--- config.mk ---
export PLATFORM = sky130hd
export DESIGN_NAME = clkdiv_multi
export DESIGN_NICKNAME = d
export VERILOG_FILES = /design/src/rtl/clkdiv_pkg.sv /design/src/rtl/clkdiv_chan.sv /design/src/rtl/clkdiv_multi.sv
export SDC_FILE = /design/constraint.sdc
export NUM_CORES = 1
export LEC_CHECK = 0
export ABC_AREA = 1
export BUFFER_PORTS_ARGS = -buffer_cell sky130_fd_sc_hd__buf_4
export CAP_MARGIN = 0
export CORE_ASPECT_RATIO = 1.75
export CORE_MARGIN = 3
export CORE_UTILIZATION = 60
export CTS_BUF_LIST = sky130_fd_sc_hd__clkbuf_16
export DETAILED_ROUTE_END_ITERATION = 8
export GPL_ROUTABILITY_DRIVEN = 0
export GPL_TIMING_DRIVEN = 0
export PLACE_DENSITY_LB_ADDON = 0.2
export SYNTH_ARGS = -nofsm -noshare
export SYNTH_HDL_FRONTEND = slang
export SYNTH_HIERARCHICAL = 1
export SYNTH_SLANG_ARGS = --single-unit
--- constraint.sdc ---
create_clock -name clk_100MHz -period 13.8 [get_ports clk_100MHz]
set_input_delay 0.69 -clock clk_100MHz [delete_from_list [all_inputs] [get_ports clk_100MHz]]
set_output_delay 0.69 -clock clk_100MHz [all_outputs]
set_load 0.05 [all_outputs]
--- src/rtl/clkdiv_pkg.sv ---
// rtl/clkdiv_pkg.sv - shared constants and helpers for the multi-channel clock divider
//
// Purpose : default widths/ratios and the high-phase length helper used by
//           every divider channel.
// Contents: DIV_W_DEF        default ratio/counter width
//           DEFAULT_DIV_100M ratio giving 1 s from the 100 MHz system clock
//           half_hi(n)       number of high cycles for ratio n, (n+1)>>1
package clkdiv_pkg;

    localparam int DIV_W_DEF        = 32;
    localparam int DEFAULT_DIV_100M = 100000000;

    // Evaluated in 64 bits so (n+1) cannot wrap for any ratio width up to 63.
    function automatic logic [63:0] half_hi(input logic [63:0] n);
        return (n + 64'd1) >> 1;
    endfunction

endpackage

--- src/rtl/clkdiv_chan.sv ---
// rtl/clkdiv_chan.sv - one programmable divider channel with glitch-free ratio reload
//
// Purpose : divides clk_100MHz by a runtime ratio, producing a square wave and
//           a one-cycle tick in the last cycle of each period. New ratios are
//           staged in a pending register and only become active at a period
//           boundary (or immediately while the channel is stopped).
// Ports   : clk_100MHz   system clock, rising edge
//           rst_n        asynchronous active-low reset
//           en           run enable, level
//           div_load     one-cycle strobe, captures div_value as pending ratio
//           div_value    ratio bus, sampled with div_load
//           sync_clr     one-cycle strobe, restarts a running channel at phase 0
//           clk_out      divided square wave, registered
//           tick         last-cycle-of-period pulse, registered
//           div_pending  high while a loaded ratio is not yet active
module clkdiv_chan
    import clkdiv_pkg::*;
#(
    parameter int               DIV_W       = DIV_W_DEF,
    parameter logic [DIV_W-1:0] DEFAULT_DIV = DIV_W'(DEFAULT_DIV_100M)
) (
    input  logic             clk_100MHz,
    input  logic             rst_n,
    input  logic             en,
    input  logic             div_load,
    input  logic [DIV_W-1:0] div_value,
    input  logic             sync_clr,
    output logic             clk_out,
    output logic             tick,
    output logic             div_pending
);

    logic [DIV_W-1:0] cnt;
    logic [DIV_W-1:0] active;
    logic [DIV_W-1:0] pending;
    logic             was_stopped;

    logic             stopped;
    logic             restart;
    logic [DIV_W-1:0] nxt;
    logic [DIV_W-1:0] n_eff;
    logic [DIV_W-1:0] half;

    // A zero ratio parks the channel exactly like en=0.
    // Any restart (period end, re-entry from stopped, sync_clr) is also the
    // point where the pending ratio is promoted, so the outputs for the new
    // period are already computed against the new ratio.
    always_comb begin
        stopped = !en || (active == '0);
        restart = sync_clr || was_stopped || (cnt == active - DIV_W'(1));
        nxt     = restart ? '0 : cnt + DIV_W'(1);
        n_eff   = restart ? pending : active;
        half    = DIV_W'(half_hi(64'(n_eff)));
    end

    always_ff @(posedge clk_100MHz or negedge rst_n) begin
        if (!rst_n) begin
            cnt         <= '0;
            active      <= DEFAULT_DIV;
            pending     <= DEFAULT_DIV;
            clk_out     <= 1'b0;
            tick        <= 1'b0;
            div_pending <= 1'b0;
            was_stopped <= 1'b1;
        end else begin
            if (div_load) begin
                pending <= div_value;
            end
            if (stopped) begin
                cnt         <= '0;
                clk_out     <= 1'b0;
                tick        <= 1'b0;
                active      <= pending;
                was_stopped <= 1'b1;
                div_pending <= div_load;
            end else begin
                cnt         <= nxt;
                clk_out     <= (nxt < half);
                tick        <= (nxt == n_eff - DIV_W'(1));
                was_stopped <= 1'b0;
                if (restart) begin
                    active <= pending;
                end
                // A load on the promoting edge is kept for the following wrap.
                if (div_load) begin
                    div_pending <= 1'b1;
                end else if (restart) begin
                    div_pending <= 1'b0;
                end
            end
        end
    end

endmodule

--- src/rtl/clkdiv_multi.sv ---
// rtl/clkdiv_multi.sv - multi-channel runtime-programmable clock divider
//
// Purpose : CHANNELS independent dividers of clk_100MHz sharing one ratio bus
//           and one phase re-alignment strobe (display scan, door timer,
//           1 s and blink timebases).
// Ports   : clk_100MHz   system clock, rising edge
//           rst_n        asynchronous active-low reset
//           en           per-channel run enable
//           div_load     per-channel load strobe for div_value
//           div_value    shared ratio bus
//           sync_clr     restarts all running channels at phase 0
//           clk_out      per-channel divided square wave
//           tick         per-channel end-of-period pulse
//           div_pending  per-channel loaded-but-not-active flag
module clkdiv_multi
    import clkdiv_pkg::*;
#(
    parameter int          CHANNELS    = 4,
    parameter int          DIV_W       = DIV_W_DEF,
    parameter int unsigned DEFAULT_DIV = DEFAULT_DIV_100M
) (
    input  logic                clk_100MHz,
    input  logic                rst_n,
    input  logic [CHANNELS-1:0] en,
    input  logic [CHANNELS-1:0] div_load,
    input  logic [DIV_W-1:0]    div_value,
    input  logic                sync_clr,
    output logic [CHANNELS-1:0] clk_out,
    output logic [CHANNELS-1:0] tick,
    output logic [CHANNELS-1:0] div_pending
);

    for (genvar i = 0; i < CHANNELS; i++) begin : g_chan
        clkdiv_chan #(
            .DIV_W       (DIV_W),
            .DEFAULT_DIV (DIV_W'(DEFAULT_DIV))
        ) u_chan (
            .clk_100MHz  (clk_100MHz),
            .rst_n       (rst_n),
            .en          (en[i]),
            .div_load    (div_load[i]),
            .div_value   (div_value),
            .sync_clr    (sync_clr),
            .clk_out     (clk_out[i]),
            .tick        (tick[i]),
            .div_pending (div_pending[i])
        );
    end

endmodule

# Word level (Yosys, flattened, before mapping)

Index checks and enable logic that the tools add are counted.
Widths: inputs -> output; s select.

Flip-flop bits (word level): 400
Memory bits (writable): 0
Latch bits: 0
Output and inout port bits: 12
Memories kept: 0
Bits in read-only memories: 0
Input bits: 43

Divide/modulo/power cells: 0
Bitwise gates (word level): 0
Add/subtract/negate cells: 16
$mul: 0
Reductions and logical operators: 24
Eq/ne operators: 8
Shift-type cells: 0
Muxes and demuxes: 40
$lt $le $gt $ge: 4

Operator list:

| cell                  | number |
|---|---|
| $mux 32               | 16 |
| $eq 32x32->1          | 8 |
| $sub 32x1->32 const B | 8 |
| $add 32x1->33 const B | 4 |
| $add 32x1->32 const B | 4 |
| $logic_not 32->1      | 4 |
| $lt 32x32->1          | 4 |
| $mux 1                | 24 |
| $logic_or 1x1->1      | 12 |
| $reduce_bool 3->1     | 4 |
| $logic_not 1->1       | 4 |

# Longest topological paths before layout

Gate-level depths: netlist of the first run.

Depth in word-level cells: 7
Depth in mapped cells: 38
Mapped depth without buffers: 37

# Hierarchy

The synthesis of the first run kept the hierarchy.

Modules (own cells, without submodules):

| module                              | seq. area each (um^2) | times used | cells each | area each (um^2) |
|---|---|---|---|---|
| clkdiv_chan at g_chan[1].u_chan ... | 2533.7                | 2          | 1494       | 9511.6 |
| clkdiv_chan at g_chan[0].u_chan     | 2533.7                | 1          | 1490       | 9365.2 |
| clkdiv_chan at g_chan[3].u_chan     | 2533.7                | 1          | 1362       | 9098.7 |

# Worst setup path before layout of the first run

No wires, ideal clock.

Path kind: flip-flop to flip-flop
Start point: register g_chan[3].u_chan.active[0]
End point: register g_chan[3].u_chan.clk_out
Clock period less this slack: 4.400 ns
Path buffers: 1
Library setup time: 0.128 ns
Data arrival time: 4.272 ns
Slack: 9.400 ns
Cell stages (with the launch flop): 35
Cell sequence: dfrtp_1 -> inv_2 -> ha_1 -> nand3_4 -> nor2_2 -> nand2_1 -> inv_2 -> nand2_1 -> nand2_1 -> nand2_1 -> nor2_1 -> nand2_1 -> nor2_1 -> nand3_4 -> buf_6 -> nand3_2 -> nand2_2 -> inv_2 -> ha_1 -> inv_1 -> nor2_2 -> nand3_1 -> nor2_1 -> nand4_1 -> nor2_1 -> nand2_1 -> nor2_1 -> nand4_1 -> ha_1 -> nand4_1 -> or3_1 -> a21oi_1 -> nor4_1 -> nand3_1 -> a21oi_1

Cells in the longest elaborated chain, start to end: 7
Elaborated cells on any way between the ends: 10
Classes of those cells: add/sub (2); order compare (1); eq/ne (1); mux (3); reduce/logical (3)

Ends and longest elaborated chain:

| item                   | line              | text |
|---|---|---|
| from (decl)            | clkdiv_chan.sv:34 | `logic [DIV_W-1:0] active;` |
| from (signal assigned) | clkdiv_chan.sv:73 | `active <= pending;` |
| from (signal assigned) | clkdiv_chan.sv:82 | `active <= pending;` |
| $sub 32x1->32          | clkdiv_chan.sv:50 | `restart = sync_clr \|\| was_stopped \|\| (cnt == active - DIV_W'(1));` |
| $eq 32x32->1           | clkdiv_chan.sv:50 |  |
| $logic_or 1x1->1       | clkdiv_chan.sv:50 |  |
| $mux 32                | n/a               |  |
| $add 32x1->33          | clkdiv_pkg.sv:15  | `return (n + 64'd1) >> 1;` |
| $lt 32x32->1           | clkdiv_chan.sv:78 | `clk_out <= (nxt < half);` |
| $mux 1 *               | clkdiv_chan.sv:69 | `if (stopped) begin` |
| to (signal assigned)   | clkdiv_chan.sv:78 |  |
| to (decl)              | clkdiv_chan.sv:28 | `output logic clk_out,` |

Every way passes the cells marked *; elsewhere a longest branch is shown, timed or not.
A chain may end at the register's enable or synchronous reset.

# Final worst setup path of the first run

Start point: register g_chan[0].u_chan.active[0]
End point: register g_chan[0].u_chan.clk_out

Cells in the longest elaborated chain, start to end: 7
Elaborated cells on any way between the ends: 10
Classes of those cells: add/sub (2); order compare (1); eq/ne (1); mux (3); reduce/logical (3)

Ends and longest elaborated chain:

| item                   | line              | text |
|---|---|---|
| from (decl)            | clkdiv_chan.sv:34 |  |
| from (signal assigned) | clkdiv_chan.sv:73 |  |
| from (signal assigned) | clkdiv_chan.sv:82 |  |
| $sub 32x1->32          | clkdiv_chan.sv:50 |  |
| $eq 32x32->1           | clkdiv_chan.sv:50 |  |
| $logic_or 1x1->1       | clkdiv_chan.sv:50 |  |
| $mux 32                | clkdiv_chan.sv:52 | `n_eff = restart ? pending : active;` |
| $add 32x1->33          | clkdiv_pkg.sv:15  |  |
| $lt 32x32->1           | clkdiv_chan.sv:78 |  |
| $mux 1 *               | clkdiv_chan.sv:69 |  |
| to (signal assigned)   | clkdiv_chan.sv:78 |  |
| to (decl)              | clkdiv_chan.sv:28 |  |

Marks and branches as above.

==> impl_metrics.prom, run 1 <==
# TYPE chip_impl_metric gauge
chip_impl_metric{name="place.port_buffers",unit=""} 50
chip_impl_metric{name="maxCapViolCount",unit=""} 0
chip_impl_metric{name="routed-wl-met3",unit="µm"} 6170
chip_impl_metric{name="wl_met1",unit="µm"} 44900
chip_impl_metric{name="hpwlAfterDp",unit="µm"} 99400
chip_impl_metric{name="clock_input_transition_at_the_sequential_cells_of_the_worst_setup_and_hold_paths",unit="ns"} 0.07
chip_impl_metric{name="drtAntennaViolNets",unit=""} 0
chip_impl_metric{name="number_of_global_route_vias_before_repair",unit=""} 36958
chip_impl_metric{name="multi_input_comb_area",unit="µm²"} 23900
chip_impl_metric{name="top_achievable_clock_speed",unit="MHz"} 163
chip_impl_metric{name="setup_ws_post_layout",unit="ns"} 7.66
chip_impl_metric{name="comb_power_share",unit=""} 0.286
chip_impl_metric{name="cts_buffers",unit=""} 38
chip_impl_metric{name="area_delta_synth_final",unit="%"} 7.36
chip_impl_metric{name="synth_async_sr_flop_share",unit=""} 1.00
chip_impl_info{name="regToRegStartpoint",value="g_chan[0].u_chan/active[0]"} 1
chip_impl_metric{name="biggest_fanout_along_the_worst_timing_path",unit=""} 10
chip_impl_metric{name="clock_tree.htree_level_count",unit=""} 2
chip_impl_metric{name="route.vias.total",unit=""} 38138
chip_impl_metric{name="r2r_slack",unit="ns"} 7.66
chip_impl_info{name="synth_top_cells_by_area",value="sky130_fd_sc_hd__dfrtp_1, sky130_fd_sc_hd__nand2_1, sky130_fd_sc_hd__nor2_1"} 1
chip_impl_metric{name="minimum_period_implied_by_the_final_worst_setup_slack",unit="ns"} 6.14
chip_impl_metric{name="drt-wirelength-per-cell",unit="µm"} 18.1
chip_impl_metric{name="die_x",unit="µm"} 195
chip_impl_metric{name="area.sequential",unit="µm²"} 10100
chip_impl_metric{name="floorplan.initialDensity",unit=""} 0.609
chip_impl_info{name="ys_dominant_reg_cell",value="sky130_fd_sc_hd__dfrtp_1"} 1
chip_impl_metric{name="grt_pass1_wl",unit="µm"} 189000
chip_impl_info{name="setup_repair_after_global_routing_missed_its_margin",value="no"} 1
chip_impl_metric{name="yosys_warnings",unit=""} 6
chip_impl_metric{name="ys_seq_elements",unit=""} 400
chip_impl_metric{name="viasPerCell",unit=""} 5.65
chip_impl_metric{name="fin_nets",unit=""} 6116
chip_impl_metric{name="powerDensity",unit="nW/µm²"} 87.0
chip_impl_metric{name="p_leak",unit="nW"} 19.4
chip_impl_info{name="worst_setup_path_end_kind",value="register"} 1
chip_impl_info{name="run_status",value="completed"} 1
chip_impl_metric{name="postSynthNetCount",unit=""} 6023
chip_impl_metric{name="final_min_period_over_clock_period",unit=""} 0.445
chip_impl_metric{name="wl_met2",unit="µm"} 58900
chip_impl_metric{name="floorplan.die_area",unit="µm²"} 65600
chip_impl_info{name="cts_tree",value="yes"} 1
chip_impl_metric{name="die_y",unit="µm"} 337
chip_impl_metric{name="clock_power_share",unit=""} 0.322
chip_impl_metric{name="power.switching_fraction",unit=""} 0.369
chip_impl_metric{name="remaining_drc_errors",unit=""} 0
chip_impl_metric{name="routed_wire_length",unit="µm"} 123000
chip_impl_info{name="crit_path_start_kind",value="register"} 1
chip_impl_metric{name="worst_ep_required_time",unit="ns"} 14.23
chip_impl_metric{name="num_rows",unit=""} 120
chip_impl_metric{name="numClockSinks",unit=""} 400
chip_impl_metric{name="layout-drive-gt1-share",unit=""} 0.100
chip_impl_metric{name="slew_headroom",unit=""} 0.413
chip_impl_metric{name="clk-insertion-delay-late",unit="ns"} 0.58
chip_impl_metric{name="p_seq_frac",unit=""} 0.391
chip_impl_metric{name="grt_start_max_net_pins",unit=""} 124
chip_impl_metric{name="placement.cell_area",unit="µm²"} 38900
chip_impl_metric{name="drt_iter0_drc",unit=""} 2837
chip_impl_info{name="min_path_type",value="in2async"} 1
chip_impl_metric{name="track_usage",unit=""} 0.364
chip_impl_metric{name="p_sw",unit="mW"} 1.29
chip_impl_metric{name="timing.final.hold_violations",unit=""} 0
chip_impl_metric{name="post_synth_inst_count",unit=""} 5840
chip_impl_metric{name="distinct_cell_type_count_after_synthesis",unit=""} 61
chip_impl_metric{name="num-fill-cells",unit=""} 5790
chip_impl_metric{name="timing.critical_path.arrival",unit="ns"} 6.57
chip_impl_metric{name="floorplan.core_area",unit="µm²"} 61600
chip_impl_metric{name="cts_setup_buffers",unit=""} 0
chip_impl_metric{name="cellInternalPower",unit="mW"} 2.21
chip_impl_metric{name="synth_edf_count",unit=""} 0
chip_impl_metric{name="fin_area",unit="µm²"} 40200
chip_impl_info{name="post-synth-top-area-cell",value="sky130_fd_sc_hd__dfrtp_1"} 1
chip_impl_metric{name="cts-hold-fix-buffers",unit=""} 0
chip_impl_info{name="timing.setup.critical_path_class",value="reg2reg"} 1
chip_impl_metric{name="worst_margin_slew",unit="ns"} 0.881
chip_impl_info{name="cts.root.buffer_cell",value="sky130_fd_sc_hd__clkbuf_16"} 1
chip_impl_metric{name="yosys.area.top_type_share",unit=""} 0.200
chip_impl_info{name="synth.top_cells.by_count",value="sky130_fd_sc_hd__nand2_1, sky130_fd_sc_hd__nor2_1, sky130_fd_sc_hd__inv_1"} 1
chip_impl_metric{name="final.setup_skew",unit="ns"} 0.0346
chip_impl_metric{name="preCtsSetupSlack",unit="ns"} 8.00
chip_impl_info{name="count_leader_synth",value="sky130_fd_sc_hd__nand2_1"} 1
chip_impl_metric{name="synthesis.area_per_instance",unit="µm²"} 6.42
chip_impl_metric{name="drt_pass1_iterations",unit=""} 8
chip_impl_metric{name="synth_area",unit="µm²"} 37500
chip_impl_metric{name="peakVddDrop",unit="mV"} 0.0741
chip_impl_metric{name="clk_path_buf_depth",unit=""} 3
chip_impl_info{name="maxUsedRoutingLayer",value="met5"} 1
chip_impl_metric{name="yosysSeqAreaShare",unit=""} 0.270
chip_impl_info{name="worst_r2r_endpoint",value="g_chan[0].u_chan/clk_out"} 1
chip_impl_metric{name="cts_resized",unit=""} 0
chip_impl_metric{name="setup_viol_count_final",unit=""} 0
chip_impl_metric{name="global_route.overflow_total",unit=""} 0
chip_impl_metric{name="antenna_found_initial",unit=""} 1
chip_impl_metric{name="diodes",unit=""} 0
chip_impl_metric{name="report.final.slew_viol_count",unit=""} 0
chip_impl_metric{name="worstRegToRegCells",unit=""} 27
chip_impl_metric{name="timing.setup.tns",unit="ns"} 0
chip_impl_metric{name="io_pins",unit=""} 55
-- flip-flops by register name, summed over array words and instances, names as in the netlist --
| signal | flops |
|---|---|
| g_chan.u_chan/tick | 4 |
| g_chan.u_chan/cnt | 128 |
| g_chan.u_chan/was_stopped | 4 |
| g_chan.u_chan/pending | 128 |
| g_chan.u_chan/div_pending | 4 |
| g_chan.u_chan/clk_out | 4 |
| g_chan.u_chan/active | 128 |
-- worst max-delay path by stage --
stage / start / end / slack (ns) / depth (start not counted)
floorplan: g_chan[3].u_chan/active[0] / g_chan[3].u_chan/clk_out / 9.40 / 34
global placement: g_chan[0].u_chan/active[0] / g_chan[0].u_chan/clk_out / 8.06 / 27
detailed placement: g_chan[0].u_chan/active[0] / g_chan[0].u_chan/clk_out / 8.00 / 27
CTS: g_chan[0].u_chan/active[0] / g_chan[0].u_chan/clk_out / 7.99 / 27
global route: g_chan[0].u_chan/active[0] / g_chan[0].u_chan/clk_out / 7.50 / 29
finish: g_chan[0].u_chan/active[0] / g_chan[0].u_chan/clk_out / 7.66 / 27
-- critical path, stage by stage (launching register included) --
cell and delay (ns):
sky130_fd_sc_hd__dfrtp_1 0.40, sky130_fd_sc_hd__inv_1 0.09, sky130_fd_sc_hd__ha_1 0.18, sky130_fd_sc_hd__nand2_1 0.16, sky130_fd_sc_hd__nor2_2 0.30, sky130_fd_sc_hd__nand2_1 0.18, sky130_fd_sc_hd__o21ai_1 0.15, sky130_fd_sc_hd__nand2_1 0.07
sky130_fd_sc_hd__nor2_1 0.10, sky130_fd_sc_hd__nand2_1 0.08, sky130_fd_sc_hd__nor2_1 0.17, sky130_fd_sc_hd__nand3_2 0.19, sky130_fd_sc_hd__clkbuf_1 0.34, sky130_fd_sc_hd__nand3b_1 0.19, sky130_fd_sc_hd__nand2_1 0.21, sky130_fd_sc_hd__nor2_1 0.21
sky130_fd_sc_hd__inv_1 0.11, sky130_fd_sc_hd__nor2_1 0.16, sky130_fd_sc_hd__nand4_1 0.12, sky130_fd_sc_hd__nor4_1 0.61, sky130_fd_sc_hd__nand4_1 0.34, sky130_fd_sc_hd__xor2_1 0.42, sky130_fd_sc_hd__ha_1 0.20, sky130_fd_sc_hd__nand2_1 0.07
sky130_fd_sc_hd__or3_1 0.41, sky130_fd_sc_hd__a21oi_1 0.25, sky130_fd_sc_hd__a311o_1 0.21, sky130_fd_sc_hd__a21oi_1 0.06
-- cells by family (layout without fill, tap and decap cells) --
logic type / Yosys count / count (layout) / synth area share
fa+ha+maj: 140 / 140 / 0.0467
xor+xnor: 390 / 390 / 0.0941
flops: 400 / 400 / 0.270
simple gates: 3580 / 3580 / 0.428
compound gates: 466 / 466 / 0.0677
buf+inv: 864 / 986 / 0.0934
-- power groups by stage --
stage | clock network [mW] | logic, mW | registers [mW]
detailed placement | 0 | 0.981 | 1.38
global route | 1.19 | 1.12 | 1.38
CTS | 1.15 | 0.985 | 1.37
finish | 1.13 | 1.00 | 1.37
floorplan | 0 | 0.713 | 1.36
global placement | 0 | 0.957 | 1.38
-- layout make-up --
class | count | area share
clock inverters | 28 | 0.00687
clock buffers | 41 | 0.0255
inverters | 717 | 0.0669
multi-input cells | 4576 | 0.593
repair buffers | 53 | 0.0116
well taps | 793 | 0.0247
plain buffers | 147 | 0.0201
flip-flops and latches | 400 | 0.252
-- cells in the final DEF (no fill, tap or decap), types with 100 or more instances in the layout --
cell type | Yosys | routed
sky130_fd_sc_hd__xor2_1 | 268 | 268
sky130_fd_sc_hd__inv_1 | 679 | 683
sky130_fd_sc_hd__nor2_1 | 793 | 793
sky130_fd_sc_hd__nand3_1 | 396 | 396
sky130_fd_sc_hd__nand2_2 | 117 | 117
sky130_fd_sc_hd__xnor2_1 | 114 | 114
sky130_fd_sc_hd__nand4_1 | 103 | 103
sky130_fd_sc_hd__nand2_1 | 1714 | 1714
sky130_fd_sc_hd__ha_1 | 140 | 140
sky130_fd_sc_hd__dfrtp_1 | 300 | 300
sky130_fd_sc_hd__nor3_1 | 147 | 147
sky130_fd_sc_hd__dfstp_2 | 100 | 100
sky130_fd_sc_hd__o21ai_0 | 306 | 306
-- metal layers --
layer / GRT usage / up-vias
met5: 0 / -
met4: 0.308 / 2
met3: 0.0297 / 513
met2: 0.637 / 1391
met1: 0.397 / 17528
li1: - / 18704
-- metrics by stage --
step / utilization / std cells / hold WS [ns] / power [mW]
3_5_place_dp: 0.633 / 6686 / 0.466 / 2.37
4_1_cts: 0.654 / 6755 / 0.202 / 3.50
3_3_place_gp: 0.631 / 6683 / 0.459 / 2.34
6_report: 0.654 / 6755 / 0.185 / 3.50
5_1_grt: 0.654 / 6755 / 0.243 / 3.68
2_1_floorplan: - / 5840 / 0.394 / 2.07
(Power assumes the default switching activity.)
==> inputs of run 2 (changes only) <==
==> constraint.sdc (replaced) <==
create_clock -name clk_100MHz -period 5.8 [get_ports clk_100MHz]
set_input_delay 0.29 -clock clk_100MHz [delete_from_list [all_inputs] [get_ports clk_100MHz]]
set_output_delay 0.29 -clock clk_100MHz [all_outputs]
set_load 0.05 [all_outputs]
==> run 2 against run 1 <==
Against the previous run:
- critical path depth decreased by 2
- largest power group unchanged
- register-to-register slack got worse by 7.5 ns
- fmax grew 8.4%
- final cell count hardly changed
- first-iteration DRC count increased by 7.0%
- worst setup slack lost 7.5 ns
- sequential share of layout area shrank 0.064 points
- clock power increased by 140%
- via count decreased by 0.11%
- largest cell class unchanged
- count of clock-buffer cells in the layout is the same
- non-clock buffer count increased by 5
- die area unchanged
==> impl_metrics.prom, run 2 (same netlist as run 1, synthesis figures left out) <==
# TYPE chip_impl_metric gauge
chip_impl_metric{name="p_leak",unit="nW"} 19.5
chip_impl_metric{name="worst_margin_slew",unit="ns"} 0.887
chip_impl_metric{name="clock_tree.htree_level_count",unit=""} 2
chip_impl_metric{name="fin_area",unit="µm²"} 40300
chip_impl_info{name="worst_setup_path_end_kind",value="register"} 1
chip_impl_metric{name="die_x",unit="µm"} 195
chip_impl_info{name="regToRegStartpoint",value="g_chan[0].u_chan/active[0]"} 1
chip_impl_info{name="worst_r2r_endpoint",value="g_chan[0].u_chan/clk_out"} 1
chip_impl_metric{name="top_achievable_clock_speed",unit="MHz"} 177
chip_impl_metric{name="hold_depth",unit=""} 3
chip_impl_info{name="cts.root.buffer_cell",value="sky130_fd_sc_hd__clkbuf_16"} 1
chip_impl_metric{name="final_min_period_over_clock_period",unit=""} 0.977
chip_impl_metric{name="num_rows",unit=""} 120
chip_impl_metric{name="clk-insertion-delay-late",unit="ns"} 0.58
chip_impl_metric{name="setup_ws_post_layout",unit="ns"} 0.136
chip_impl_metric{name="num-fill-cells",unit=""} 5776
chip_impl_metric{name="report.final.slew_viol_count",unit=""} 0
chip_impl_metric{name="route.vias.total",unit=""} 38095
chip_impl_metric{name="grt_pass1_wl",unit="µm"} 189000
chip_impl_metric{name="placement.cell_area",unit="µm²"} 38900
chip_impl_metric{name="preCtsSetupSlack",unit="ns"} 0.00166
chip_impl_metric{name="floorplan.die_area",unit="µm²"} 65600
chip_impl_metric{name="fin_nets",unit=""} 6121
chip_impl_info{name="layout.cells.most_common_list",value="sky130_fd_sc_hd__nand2_1, sky130_fd_sc_hd__nor2_1, sky130_fd_sc_hd__inv_1"} 1
chip_impl_metric{name="cts_buffers",unit=""} 38
chip_impl_metric{name="remaining_drc_errors",unit=""} 0
chip_impl_info{name="reg.largest.list",value="g_chan.u_chan/active x128, g_chan.u_chan/cnt x128, g_chan.u_chan/pending x128"} 1
chip_impl_info{name="min-delay-start",value="div_value[18]"} 1
chip_impl_metric{name="track_usage",unit=""} 0.364
chip_impl_metric{name="global_route.overflow_total",unit=""} 0
chip_impl_metric{name="worstRegToRegCells",unit=""} 25
chip_impl_metric{name="antenna_found_initial",unit=""} 1
chip_impl_info{name="run_status",value="completed"} 1
chip_impl_info{name="timing.setup.critical_path_class",value="reg2reg"} 1
chip_impl_info{name="mostFrequentLayoutCell",value="sky130_fd_sc_hd__nand2_1"} 1
chip_impl_metric{name="grt_start_max_net_pins",unit=""} 124
chip_impl_metric{name="clk_path_buf_depth",unit=""} 3
chip_impl_metric{name="number_of_global_route_vias_before_repair",unit=""} 36976
chip_impl_metric{name="minimum_period_implied_by_the_final_worst_setup_slack",unit="ns"} 5.66
chip_impl_metric{name="floorplan.core_area",unit="µm²"} 61600
chip_impl_metric{name="worst_ep_required_time",unit="ns"} 6.23
chip_impl_metric{name="biggest_fanout_along_the_worst_timing_path",unit=""} 10
chip_impl_metric{name="drt_pass1_iterations",unit=""} 7
chip_impl_metric{name="peakVddDrop",unit="mV"} 0.176
chip_impl_metric{name="r2r_slack",unit="ns"} 0.14
chip_impl_metric{name="diodes",unit=""} 0
chip_impl_metric{name="maxCapViolCount",unit=""} 0
chip_impl_metric{name="viasPerCell",unit=""} 5.64
chip_impl_metric{name="numClockSinks",unit=""} 400
chip_impl_metric{name="layout-drive-gt1-share",unit=""} 0.102
chip_impl_info{name="min_path_type",value="in2reg"} 1
chip_impl_info{name="cts_tree",value="yes"} 1
chip_impl_metric{name="clock_input_transition_at_the_sequential_cells_of_the_worst_setup_and_hold_paths",unit="ns"} 0.07
chip_impl_metric{name="io_pins",unit=""} 55
chip_impl_metric{name="powerDensity",unit="nW/µm²"} 207
chip_impl_metric{name="drtAntennaViolNets",unit=""} 0
chip_impl_metric{name="drt-wirelength-per-cell",unit="µm"} 18.1
chip_impl_metric{name="setup_viol_count_final",unit=""} 0
chip_impl_info{name="crit_path_start_kind",value="register"} 1
chip_impl_metric{name="timing.final.hold_violations",unit=""} 0
chip_impl_metric{name="floorplan.initialDensity",unit=""} 0.609
chip_impl_metric{name="routed_wire_length",unit="µm"} 123000
chip_impl_metric{name="area.sequential",unit="µm²"} 10100
chip_impl_metric{name="final_util",unit=""} 0.655
chip_impl_info{name="setup_repair_after_global_routing_missed_its_margin",value="yes"} 1
chip_impl_metric{name="hpwlAfterDp",unit="µm"} 99400
chip_impl_info{name="whs_endpoint",value="g_chan[0].u_chan/pending[18]"} 1
chip_impl_metric{name="drt_iter0_drc",unit=""} 3036
chip_impl_metric{name="final.setup_skew",unit="ns"} 0.0336
chip_impl_metric{name="slew_headroom",unit=""} 0.409
chip_impl_metric{name="die_y",unit="µm"} 337
chip_impl_metric{name="multi_input_comb_area",unit="µm²"} 23900
chip_impl_metric{name="area_delta_synth_final",unit="%"} 7.64
chip_impl_metric{name="timing.critical_path.arrival",unit="ns"} 6.10
chip_impl_metric{name="place.port_buffers",unit=""} 50
-- run 2: worst max path at each step --
stage / end / startpoint / depth (start not counted)
6_report: g_chan[0].u_chan/clk_out / g_chan[0].u_chan/active[0] / 25
4_1_cts: g_chan[0].u_chan/clk_out / g_chan[0].u_chan/active[0] / 25
2_1_floorplan: g_chan[3].u_chan/clk_out / g_chan[3].u_chan/active[0] / 34
3_3_place_gp: g_chan[0].u_chan/clk_out / g_chan[0].u_chan/active[0] / 27
3_5_place_dp: g_chan[0].u_chan/clk_out / g_chan[0].u_chan/active[0] / 27
5_1_grt: g_chan[0].u_chan/clk_out / g_chan[0].u_chan/active[0] / 28
-- run 2: per-layer routing --
metal	global-route usage	share of wire	vias up	routed length [µm]
met5	0	0.00011	-	13
met4	0.308	0.10	2	12500
met3	0.0293	0.049	520	6020
met2	0.638	0.48	1370	59000
met1	0.398	0.37	17494	45100
li1	-	-	18709	-
-- run 2: area by class of cell --
cell class / instances / area share
inverter: 717 / 0.0667
timing repair buffer: 58 / 0.0127
tap: 793 / 0.0246
multi-input combinational: 4576 / 0.592
clock buffer: 41 / 0.0254
sequential: 400 / 0.251
clock inverter: 28 / 0.00685
buffer: 147 / 0.0201
-- run 2: power by group --
part	switching, mW	leakage (nW)	internal [mW]
Clock	1.21	0.653	1.48
Sequential	0.228	4.93	3.03
Combinational	1.65	13.9	0.746
Total	3.08	19.5	5.26
-- run 2: per-stage QoR --
stage,power [mW],std cells,hold WS (ns),setup TNS (ns)
finish,8.34,6760,0.0235,0
detailed placement,5.63,6686,0.416,0
CTS,8.33,6759,0.000456,0
floorplan,4.92,5840,-0.00559,0
global placement,5.57,6683,0.459,0
global route,8.77,6760,0.0184,-0.204
-- run 2: worst max-delay path: stages (launching register included) --
cell and delay, ns:
sky130_fd_sc_hd__dfrtp_1 0.40, sky130_fd_sc_hd__inv_1 0.08, sky130_fd_sc_hd__ha_1 0.18, sky130_fd_sc_hd__nand2_1 0.16, sky130_fd_sc_hd__nor2_2 0.29, sky130_fd_sc_hd__nand2_1 0.18
sky130_fd_sc_hd__o21ai_1 0.15, sky130_fd_sc_hd__nand2_1 0.07, sky130_fd_sc_hd__nor2_1 0.10, sky130_fd_sc_hd__nand2_1 0.08, sky130_fd_sc_hd__nor2_1 0.16, sky130_fd_sc_hd__nand3_2 0.19
sky130_fd_sc_hd__buf_2 0.27, sky130_fd_sc_hd__nand3b_1 0.12, sky130_fd_sc_hd__nand2_1 0.20, sky130_fd_sc_hd__nor2_1 0.23, sky130_fd_sc_hd__inv_1 0.12, sky130_fd_sc_hd__nor4_1 0.73
sky130_fd_sc_hd__nand4_1 0.27, sky130_fd_sc_hd__xor2_1 0.22, sky130_fd_sc_hd__ha_1 0.30, sky130_fd_sc_hd__nand2_1 0.07, sky130_fd_sc_hd__or3_1 0.43, sky130_fd_sc_hd__a21oi_1 0.25
sky130_fd_sc_hd__a311o_1 0.20, sky130_fd_sc_hd__a21oi_1 0.06
-- run 2: timing repair --
item	CTS	global route
pin swaps	0	2
gates resized for setup	1	13
endpoints found under the hold margin	100	0
gates cloned	0	0
hold buffers	4	0
setup buffers	0	1
setup endpoints to repair	1	3
